### config.mk
export PLATFORM = sky130hd
export DESIGN_NAME = spimem_arbiter
export DESIGN_NICKNAME = d
export VERILOG_FILES = /design/src/rtl/spimem_arb_pkg.sv /design/src/rtl/spimem_wordcache.sv /design/src/rtl/spimem_arbiter.sv
export SDC_FILE = /design/constraint.sdc
export NUM_CORES = 1
export LEC_CHECK = 0
export ABC_AREA = 1
export CORE_AREA = 2 2 152 109
export CTS_BUF_LIST = sky130_fd_sc_hd__clkbuf_2 sky130_fd_sc_hd__clkbuf_4 sky130_fd_sc_hd__clkbuf_8
export DETAILED_ROUTE_END_ITERATION = 10
export DIE_AREA = 0 0 154 111
export HOLD_SLACK_MARGIN = 0.1
export PLACE_DENSITY = 0.71
export SYNTH_ARGS = -nofsm -noshare
export SYNTH_HDL_FRONTEND = slang
export SYNTH_SLANG_ARGS = --single-unit
### constraint.sdc
create_clock -name clk -period 6.7 [get_ports clk]
set_input_delay 1.34 -clock clk [delete_from_list [all_inputs] [get_ports clk]]
set_output_delay 1.34 -clock clk [all_outputs]
set_load 0.01 [all_outputs]
### src/rtl/spimem_arb_pkg.sv
// Shared types and constants for the spimemio read-port arbiter.
package spimem_arb_pkg;

  typedef enum logic [1:0] {
    IDLE  = 2'd0,
    FETCH = 2'd1,
    RESP  = 2'd2
  } arb_state_e;

  localparam logic        PORT_BOOT = 1'b0;
  localparam logic        PORT_CPU  = 1'b1;
  localparam logic [31:0] ERR_WORD  = 32'hFFFF_FFFF;
  localparam int          TAG_W     = 22;

  function automatic logic [23:0] word_addr(input logic [TAG_W-1:0] tag);
    return {tag, 2'b00};
  endfunction

endpackage

### src/rtl/spimem_wordcache.sv
// Single-entry flash word cache: one tag, one data word, one valid bit.
module spimem_wordcache
  import spimem_arb_pkg::*;
#(
  parameter int CACHE_EN = 1
) (
  input  logic             clk,
  input  logic             resetn,
  input  logic [TAG_W-1:0] lookup_tag,
  output logic             hit,
  output logic [31:0]      hit_data,
  input  logic             fill,
  input  logic [TAG_W-1:0] fill_tag,
  input  logic [31:0]      fill_data,
  input  logic             inv
);

  logic             cvalid;
  logic [TAG_W-1:0] tag_q;
  logic [31:0]      data_q;

  always_ff @(posedge clk) begin
    if (!resetn) begin
      cvalid <= 1'b0;
      tag_q  <= '0;
      data_q <= '0;
    end else begin
      if (fill) begin
        tag_q  <= fill_tag;
        data_q <= fill_data;
      end
      // An invalidate in the fill cycle must leave the entry empty.
      if (inv)
        cvalid <= 1'b0;
      else if (fill)
        cvalid <= 1'b1;
    end
  end

  assign hit      = (CACHE_EN != 0) && cvalid && (tag_q == lookup_tag);
  assign hit_data = data_q;

endmodule

### src/rtl/spimem_arbiter.sv
// Two-port arbiter in front of spimemio: grant, cache lookup, flash handshake, timeout abort.
//   state | meaning
//   IDLE  | sample requests, pick grant, look up cache
//   FETCH | flash_valid high, waiting for flash_ready or timeout
//   RESP  | one-cycle ready (and err on abort) to the granted port
module spimem_arbiter
  import spimem_arb_pkg::*;
#(
  parameter int ARB_FIXED   = 0,
  parameter int CACHE_EN    = 1,
  parameter int TIMEOUT_CYC = 1024
) (
  input  logic        clk,
  input  logic        resetn,
  input  logic        r0_valid,
  input  logic [23:0] r0_addr,
  output logic        r0_ready,
  input  logic        r1_valid,
  input  logic [23:0] r1_addr,
  output logic        r1_ready,
  output logic [31:0] rdata,
  output logic        err,
  input  logic        cache_inv,
  output logic        busy,
  output logic        flash_valid,
  output logic [23:0] flash_addr,
  input  logic        flash_ready,
  input  logic [31:0] flash_rdata
);

  localparam int            TW       = $clog2(TIMEOUT_CYC + 1);
  localparam logic [TW-1:0] TMR_LOAD = TW'(TIMEOUT_CYC - 1);

  arb_state_e       state;
  logic             grant;
  logic             last_grant;
  logic [TAG_W-1:0] word_q;
  logic [TW-1:0]    tmr;

  logic             pick;
  logic [TAG_W-1:0] pick_tag;
  logic             cache_hit;
  logic             hit_now;
  logic [31:0]      cache_data;
  logic             cache_fill;
  logic             gvalid;

  always_comb begin
    pick = PORT_BOOT;
    if (ARB_FIXED != 0)
      pick = r0_valid ? PORT_BOOT : PORT_CPU;
    else if (r0_valid && r1_valid)
      pick = ~last_grant;
    else
      pick = r0_valid ? PORT_BOOT : PORT_CPU;
  end

  assign pick_tag   = (pick == PORT_CPU) ? r1_addr[23:2] : r0_addr[23:2];
  assign hit_now    = cache_hit && !cache_inv;
  assign cache_fill = (state == FETCH) && flash_ready;
  assign gvalid     = (grant == PORT_CPU) ? r1_valid : r0_valid;
  assign busy       = (state == FETCH);

  spimem_wordcache #(
    .CACHE_EN (CACHE_EN)
  ) u_cache (
    .clk        (clk),
    .resetn     (resetn),
    .lookup_tag (pick_tag),
    .hit        (cache_hit),
    .hit_data   (cache_data),
    .fill       (cache_fill),
    .fill_tag   (word_q),
    .fill_data  (flash_rdata),
    .inv        (cache_inv)
  );

  always_ff @(posedge clk) begin
    if (!resetn) begin
      state       <= IDLE;
      grant       <= PORT_BOOT;
      last_grant  <= PORT_CPU;
      word_q      <= '0;
      tmr         <= '0;
      flash_valid <= 1'b0;
      flash_addr  <= '0;
      rdata       <= '0;
      r0_ready    <= 1'b0;
      r1_ready    <= 1'b0;
      err         <= 1'b0;
    end else begin
      r0_ready <= 1'b0;
      r1_ready <= 1'b0;
      err      <= 1'b0;
      case (state)
        IDLE: begin
          if (r0_valid || r1_valid) begin
            grant      <= pick;
            last_grant <= pick;
            word_q     <= pick_tag;
            if (hit_now) begin
              rdata    <= cache_data;
              r0_ready <= (pick == PORT_BOOT);
              r1_ready <= (pick == PORT_CPU);
              state    <= RESP;
            end else begin
              flash_valid <= 1'b1;
              flash_addr  <= word_addr(pick_tag);
              tmr         <= TMR_LOAD;
              state       <= FETCH;
            end
          end
        end
        FETCH: begin
          if (flash_ready || tmr == '0) begin
            flash_valid <= 1'b0;
            state       <= RESP;
            // A requester that walked away still gets its word cached, but no pulse.
            if (gvalid) begin
              rdata    <= flash_ready ? flash_rdata : ERR_WORD;
              r0_ready <= (grant == PORT_BOOT);
              r1_ready <= (grant == PORT_CPU);
              err      <= !flash_ready;
            end
          end else begin
            tmr <= tmr - 1'b1;
          end
        end
        RESP:    state <= IDLE;
        default: state <= IDLE;
      endcase
    end
  end

endmodule
Word level (Yosys, flattened, before mapping). Index checks and enable logic that the tools add are counted.

Register bits: 150. Output and inout bits: 61. Input port bits: 86. Logic and storage cells: 79.

Equality and inequality tests: 8. Mux-type cells: 32. Bitwise gates (word level): 5. Add/subtract/negate cells: 1. Reduce and logical (&&, ||, !) cells: 19.

Operators by type and width (count): 32-bit 2-to-1 mux (5); 32-bit case mux with 2 select lines (1); 11-bit 2-to-1 mux (3); 22-bit equality test (1); 22-bit 2-to-1 mux (1); 11-bit case mux with 2 select lines (1); 1-bit 2-to-1 mux (14); 4-bit AND reduction (3); 11-bit zero test (1); 11-bit by 1-bit subtractor with 11-bit output, second input constant (1); 2-bit != test, second input constant (4); 2-bit 2-to-1 mux (3); 1-bit case mux with 2 select lines (3); 1-bit inverter (5); 5-bit AND reduction (1); 1-bit logical AND (4); 2-bit by 1-bit != test with 1-bit output, second input constant (2); 2-bit case mux with 2 select lines (1); 2-bit AND reduction (2); 3-bit AND reduction (1); 2-bit by 1-bit equality test with 1-bit output, second input constant (1); 1-bit zero test (2); 2-bit zero test (1); 1-bit logical OR (2); other kinds (2) (2).

Logic depth before layout (Yosys ltp). Gate-level depths: netlist of run 1.

Word-level depth: 9. Mapped depth: 18. Mapped depth without buffers: 16.

By module. Synthesis of run 1 repeated with hierarchy kept, for this count alone.

Cell total of the unflattened synthesis: 1002. Area total of the unflattened synthesis: 7018.0 µm².

Modules (own cells, without submodules): spimem_arbiter (sequential area each 1901.8 µm², times used 1, area each 4553.1 µm², cells each 665); spimem_wordcache (sequential area each 1101.1 µm², times used 1, area each 2464.9 µm², cells each 337).

Least setup slack after synthesis of run 1. OpenSTA, ideal clock, no wires.

Path type: input-to-reg. Start point: in r0_valid. End point: reg rdata[17]. Stages on the path: 16. Library setup time: 0.125 ns. Slack: 3.654 ns. Required time: 6.575 ns. Buffers on the path: 4. Data arrival time: 2.920 ns. Cell sequence: buf_2 nand2_4 buf_4 nand2_1 nand2_1 nand2_1 nand2_1 nand3_1 nor2_2 nand3_2 nand2_4 nand2_2 buf_6 buf_6 nand3_1 o21ai_1.

Longest elaborated chain between the ends: 8. Elaborated cells on any way between the ends: 13. Classes of those cells: 4 x eq/ne; 4 x mux; 5 x reduce/logical.

RTL lines: start, declared (line spimem_arbiter.sv:15) `input logic r0_valid,`; 1-bit 2-to-1 mux / 1-bit logical AND (equally long branches) (line spimem_arbiter.sv:55, spimem_arbiter.sv:52); 1-bit 2-to-1 mux (line spimem_arbiter.sv:52) `else if (r0_valid && r1_valid)`; 22-bit 2-to-1 mux (line spimem_arbiter.sv:58) `assign pick_tag = (pick == PORT_CPU) ? r1_addr[23:2] : r0_addr[23:2];`; 22-bit equality test (line spimem_wordcache.sv:40) `assign hit = (CACHE_EN != 0) && cvalid && (tag_q == lookup_tag);`; 1-bit logical AND (line spimem_wordcache.sv:40); 1-bit logical AND (line spimem_arbiter.sv:59) `assign hit_now = cache_hit && !cache_inv;`; 2-bit != test (no line); 5-bit AND reduction (no line) (*); end signal, assigned (line spimem_arbiter.sv:102) `rdata <= cache_data;`; end signal, assigned (line spimem_arbiter.sv:120) `rdata <= flash_ready ? flash_rdata : ERR_WORD;`; end, declared (line spimem_arbiter.sv:21) `output logic [31:0] rdata,`.

Mark *: on every way between the ends. The rest lies on a longest branch, timed or not. A chain may end at the register's enable or synchronous reset.

Worst setup path after layout of run 1.
Start point: in r1_valid. End point: reg tmr[1].

Longest elaborated chain between the ends: 8. Elaborated cells on any way between the ends: 10. Classes of those cells: 3 x eq/ne; 2 x mux; 5 x reduce/logical.

RTL lines: start, declared (line spimem_arbiter.sv:18) `input logic r1_valid,`; 1-bit logical AND (line spimem_arbiter.sv:52); 1-bit 2-to-1 mux (line spimem_arbiter.sv:52); 22-bit 2-to-1 mux (line spimem_arbiter.sv:58); 22-bit equality test (line spimem_wordcache.sv:40); 1-bit logical AND (line spimem_wordcache.sv:40); 1-bit logical AND (line spimem_arbiter.sv:59); 2-bit != test (no line); 4-bit AND reduction (no line) (*); end signal, assigned (line spimem_arbiter.sv:126) `tmr <= tmr - 1'b1;`; end, declared (line spimem_arbiter.sv:38) `logic [TW-1:0] tmr;`.

Marked as above.

==> results by group, run 1 <==
Floorplanning
  • Die Area: 17100 sq um
  • IO Pins: 147
  • Initial Utilization: 43.6%
  • Die X: 154 um
  • Die height: 111 um
  • Core box area: 15900 sq um
  • Row count: 39

Setup path
  • Largest fanout on the critical path: 37
  • Critical path's slowest cell: nand4_1
  • CP endpoint kind: flip-flop
  • Worst endpoint data arrival time: 5.03 ns
  • Crit-path max cell delay: 0.58 ns
  • Crit path cell chain: clkdlybuf4s50_1 -> nand2_2 -> nand2_4 -> nand2_1 -> nand2_1 -> nand2_1 -> nand2_1 -> nor2_1 -> nand2_1 -> nor2_2 -> nand4_1 -> nand2_1 -> inv_1 -> nor2_1 -> nor2_1
  • Critical path required time: 7.05 ns
  • Worst path bufs/invs: 2
  • Family with the most delay on the worst path: simple AND/OR/NAND/NOR gates
  • CP most frequent cell: nand2_1
  • Setup CP Type: input pin to flip-flop
  • Worst Setup Start Kind: input pin

Run
  • Max_cap viols: 0

Clock network
  • CTS Buf Count: 17
  • Clock latency at the later pin of the worst-skew pair: 0.45 ns
  • Htree depth: 4
  • Max Root-Sink Buffers: 2
  • CTS Root Cell: clkbuf_8
  • Post-CTS Setup Bufs: 0
  • CTS tree: built
  • Clk pin slew, worst setup/hold paths: 0.08 ns
  • # hold bufs at CTS: 0
  • Clock Sinks: 150
  • CTS resizes: 0

Finish
  • Layout Area Growth over Synthesis: 25.7%
  • Commonest non-fill, non-tap cells in the layout: nand2_1, dfxtp_1, clkdlybuf4s50_1, nand3_1, inv_1
  • Share of cells above drive strength 1: 5.86%
  • Filler instances: 1529
  • Ant diodes: 0
  • Nets: 1167
  • Commonest non-fill, non-tap cell in the layout: nand2_1

Detailed routing
  • Drt first pass iters: 5
  • 1st-iter DRT viols: 446
  • WL/cell: 14.2 um
  • Via count: 6672
  • Post-route ant nets: 0
  • Via-per-instance ratio: 5.14
  • Residual DRC: 0
  • WL final: 18400 um

STA
  • Max-slew headroom: 32.4%
  • Setup TNS Final: 0 ns
  • Worst slew pin tran: 1.01 ns
  • Final hold viol count: 0
  • Tcrit/Tclk final: 70.0%
  • Slew Limit Fails: 0
  • Min Clock Period, post-route: 4.69 ns
  • Final WS setup: 2.01 ns
  • Final setup viols: 0
  • Clk_skew: 0.0122 ns
  • Max Freq: 0.213 GHz
  • RSZ-0062 raised after global routing: no

Run status
  • Outcome: complete, no violations

GRT
  • Vias in the first global route: 5869
  • Initial antenna violation count: 0
  • Largest net degree at the start of global routing: 88
  • First-pass GRT wire length: 30000 um
  • Global route overflow: 0
  • GRT Resource Usage Total: 21.7%

Pwr
  • PwrDens: 249 nW/um^2
  • Total power: 2.16 mW
  • VDD IR max: 126 uV
  • Total leakage power: 3.60 nW

Yosys
  • Sequential share of the synthesized area: 43.5%
  • Synthesized area: 6910 sq um
  • Ys async rst share: 0%
  • Yosys warns: 0
  • Gate count after technology mapping: 980
  • Ys flop type: dfxtp_1
  • Synthesized flop and latch total: 150
  • Post-synth EDFFs: 0
  • Yosys cell types: 32
  • Syn_area_per_cell: 7.05 sq um

Placed design
  • HPWL after DPL: 11800 um
  • Worst slack, placed: 1.59 ns
  • Port Buf Inserts: 140
  • Gp weighted congestion: 0.795

Hold path
  • Worst min-delay path category: flip-flop to flip-flop
==> synth_stat cells (9+ instances only) <==
| cell type | n | area share, % |
|---|---|---|
| nand2_1 | 165 | 9.0 |
| dfxtp_1 | 150 | 43 |
| nand3_1 | 127 | 9.2 |
| inv_1 | 117 | 6.4 |
| nor2_1 | 114 | 6.2 |
| a21oi_1 | 63 | 4.6 |
| o21ai_0 | 62 | 4.5 |
| clkbuf_1 | 41 | 2.2 |
| a211oi_1 | 33 | 3.6 |
| o221ai_1 | 27 | 3.4 |
| buf_2 | 15 | 1.1 |
| nand3b_1 | 13 | 1.4 |
| o21ai_1 | 9 | 0.65 |
==> final timing paths <==
| path | from | endpoint | slack [ns] | cells after the start |
|---|---|---|---|---|
| min reg2reg | flash_addr[23]$_SDFFE_PN0P_ | flash_addr[23]$_SDFFE_PN0P_ | 0.46 | 2 |
| max reg2reg | last_grant$_SDFFE_PN1P_ | tmr[1]$_SDFFE_PN0P_ | 3.08 | 15 |
| min | flash_addr[23]$_SDFFE_PN0P_ | flash_addr[23]$_SDFFE_PN0P_ | 0.46 | 2 |
| max | r1_valid | tmr[1]$_SDFFE_PN0P_ | 2.01 | 15 |
==> registers in the layout, summed over array words and instances (netlist names) <==
signal	cells
err	1
r0_ready	1
last_grant	1
u_cache.tag_q	22
grant	1
u_cache.hit_data	32
tmr	11
state	2
u_cache.cvalid	1
r1_ready	1
rdata	32
word_q	22
flash_addr	22
flash_valid	1
==> worst register-to-register path, stage by stage (launching register included) <==
cell	delay, ns
dfxtp_1	0.32
inv_1	0.06
nand2_2	0.50
nand2_4	0.45
nand2_1	0.20
nand2_1	0.12
nand2_1	0.10
nand2_1	0.05
nor2_1	0.08
nand2_1	0.06
nor2_2	0.16
nand4_1	0.58
nand2_1	0.59
inv_1	0.11
nor2_1	0.10
nor2_1	0.05
==> report_power, final <==
| group | switching (mW) | leakage (nW) | internal (mW) |
|---|---|---|---|
| clock | 0.361 | 0.175 | 0.267 |
| sequential | 0.0476 | 1.23 | 0.978 |
| combinational | 0.290 | 2.19 | 0.215 |
==> layout make-up <==
cell class              count  area (sq um)  share of cell area [%]
multi-input cells         643          3170                    36.5
flip-flops and latches    150          3000                    34.6
repair buffers            148          1460                    16.8
inverters                 120           450                    5.19
well taps                 205           256                    2.95
clock buffers              18           248                    2.85
clock inverters            14           104                    1.20
==> metrics by stage <==
stage | std cells | hold WS [ns] | area (sq um) | util [%]
2_1_floorplan | 981 | 0.434 | 6910 | -
6_report | 1298 | 0.455 | 8680 | 54.8
4_1_cts | 1298 | 0.456 | 8680 | 54.8
3_3_place_gp | 1266 | 0.435 | 8330 | 52.5
5_1_grt | 1298 | 0.477 | 8680 | 54.8
3_5_place_dp | 1266 | 0.444 | 8330 | 52.5
==> logic make-up after synthesis <==
group           count (synthesis)  share of synthesized area, %
simple gates                  439                          27.7
compound gates                200                          17.4
buf+inv                       188                          11.0
flops                         150                          43.5
xor+xnor                        1                         0.127
fa+ha+maj                       1                         0.181
other cells                     1                        0.0543
==> routing by layer <==
layer  wire (um)  GRT usage, %
met1        9560          33.1
met2        7500          30.5
met3        1140          5.08
met4         185          5.92
met5           0             0
Power figures use the tool's default switching activity.
==> inputs of run 2 (changes only) <==
==> constraint.sdc (replaced) <==
create_clock -name clk -period 4.8 [get_ports clk]
set_input_delay 0.96 -clock clk [delete_from_list [all_inputs] [get_ports clk]]
set_output_delay 0.96 -clock clk [all_outputs]
set_load 0.01 [all_outputs]
==> results by group, run 2 (synthesized netlist as in run 1, its figures left out) <==
Detailed routing
  • 1st-iter DRT viols: 470
  • Via count: 6630
  • Post-route ant nets: 0
  • Drt first pass iters: 5
  • WL/cell: 14.1 um
  • WL final: 18400 um
  • Via-per-instance ratio: 5.09
  • Residual DRC: 0

GRT
  • First-pass GRT wire length: 30700 um
  • GRT Resource Usage Total: 22.1%
  • Largest net degree at the start of global routing: 86
  • Initial antenna violation count: 0
  • Vias in the first global route: 6076
  • Global route overflow: 0

STA
  • Slew Limit Fails: 0
  • Worst slew pin tran: 1.09 ns
  • Max Freq: 0.285 GHz
  • Setup TNS Final: 0 ns
  • Clk_skew: 0.0179 ns
  • Final setup viols: 0
  • Final hold viol count: 0
  • Max-slew headroom: 27.3%
  • RSZ-0062 raised after global routing: no
  • Tcrit/Tclk final: 73.0%
  • Min Clock Period, post-route: 3.50 ns
  • Final WS setup: 1.30 ns

Setup path
  • Crit-path max cell delay: 0.78 ns
  • Crit path cell chain: clkdlybuf4s50_1 -> nand2_4 -> nand2_1 -> nand2_1 -> nand2_1 -> nand2_1 -> nor2_1 -> nand2_1 -> nor2_2 -> nand4_1 -> buf_4 -> nand2_1 -> inv_1 -> nor2_1 -> nor2_1
  • Reg-to-Reg Start: state[0]$_SDFFE_PN0P_
  • Worst Setup Start Kind: input pin
  • R2r worst-path depth: 9
  • Setup CP Type: input pin to flip-flop
  • FF-to-FF End: rdata[28]$_SDFFE_PN0P_
  • Largest fanout on the critical path: 37
  • Worst reg2reg setup slack: 1.70 ns
  • Critical path's slowest cell: clkdlybuf4s50_1
  • CP endpoint kind: flip-flop
  • Critical path required time: 5.15 ns
  • Worst endpoint data arrival time: 3.85 ns
  • CP most frequent cell: nand2_1

Placed design
  • HPWL after DPL: 11900 um
  • Worst slack, placed: 0.891 ns
  • Gp weighted congestion: 0.828
  • Port Buf Inserts: 140

Finish
  • Filler instances: 1507
  • Ant diodes: 0
  • Layout Area Growth over Synthesis: 26.5%
  • Commonest non-fill, non-tap cell in the layout: nand2_1
  • Share of cells above drive strength 1: 6.20%
  • Commonest non-fill, non-tap cells in the layout: nand2_1, dfxtp_1, clkdlybuf4s50_1, nand3_1, inv_1
  • Nets: 1171

Floorplanning
  • Row count: 39
  • IO Pins: 147
  • Die height: 111 um
  • Core box area: 15900 sq um
  • Die Area: 17100 sq um
  • Die X: 154 um
  • Initial Utilization: 43.6%

Pwr
  • Total leakage power: 3.62 nW
  • PwrDens: 354 nW/um^2
  • VDD IR max: 160 uV

Clock network
  • CTS tree: built
  • CTS Root Cell: clkbuf_8
  • Clock Sinks: 150
  • CTS Buf Count: 17
  • CTS resizes: 0
  • Max Root-Sink Buffers: 2
  • # hold bufs at CTS: 0
  • Clk pin slew, worst setup/hold paths: 0.08 ns
  • Htree depth: 4
  • Clock latency at the later pin of the worst-skew pair: 0.46 ns
  • Post-CTS Setup Bufs: 0

Hold path
  • Hold_sp: flash_addr[23]$_SDFFE_PN0P_
  • Worst min-delay path category: flip-flop to flip-flop
  • WHS Endpoint: flash_addr[23]$_SDFFE_PN0P_
  • Worst Hold Path Cells: 2

Run
  • Max_cap viols: 0

Run status
  • Outcome: complete, no violations
-- run 2: worst max-delay path by stage --
stage,slack (ns),start,end
2_1_floorplan,2.13,r0_valid,rdata[17]$_SDFFE_PN0P_
3_3_place_gp,0.91,r0_valid,tmr[1]$_SDFFE_PN0P_
3_5_place_dp,0.89,r0_valid,tmr[1]$_SDFFE_PN0P_
4_1_cts,1.36,r0_valid,tmr[1]$_SDFFE_PN0P_
5_1_grt,1.01,r1_valid,rdata[31]$_SDFFE_PN0P_
6_report,1.30,r0_valid,tmr[1]$_SDFFE_PN0P_
-- run 2: area by class of cell --
class	instances	area [sq um]	share of cell area [%]
Tap cell	205	256	2.93
Multi-Input combinational cell	643	3170	36.2
Timing Repair Buffer	152	1490	17.0
Sequential cell	150	3000	34.3
Inverter	120	450	5.15
Clock buffer	19	255	2.92
Clock inverter	13	124	1.42
-- run 2: power breakdown --
group	internal (mW)	leakage [nW]	total (mW)	switching (mW)
sequential	1.37	1.23	1.43	0.0658
combinational	0.302	2.21	0.710	0.408
clock	0.436	0.187	0.955	0.519
-- run 2: metrics by stage --
step                      hold WS, ns  instances  power (mW)  area [sq um]  util [%]
final                           0.452       1302        3.10          8740      55.1
after CTS                       0.459       1302        3.11          8740      55.1
after global routing            0.477       1302        3.28          8740      55.1
after global placement          0.436       1270        2.15          8360      52.7
after detailed placement        0.444       1270        2.16          8360      52.7
after floorplan                 0.434        981        1.90          6910         -
-- run 2: metal layers --
metal	wire length, um	global-route usage [%]	up-vias
met2	7410	31.2	185
met5	0	0	-
met4	211	6.67	0
met1	9690	33.7	2993
li1	-	-	3434
met3	1110	4.38	18
-- run 2: worst max-delay path, delay by kind of cell --
family,cells,cell delay (ns)
AND/OR/NAND/NOR,12,1.78
buffers and inverters,3,1.12
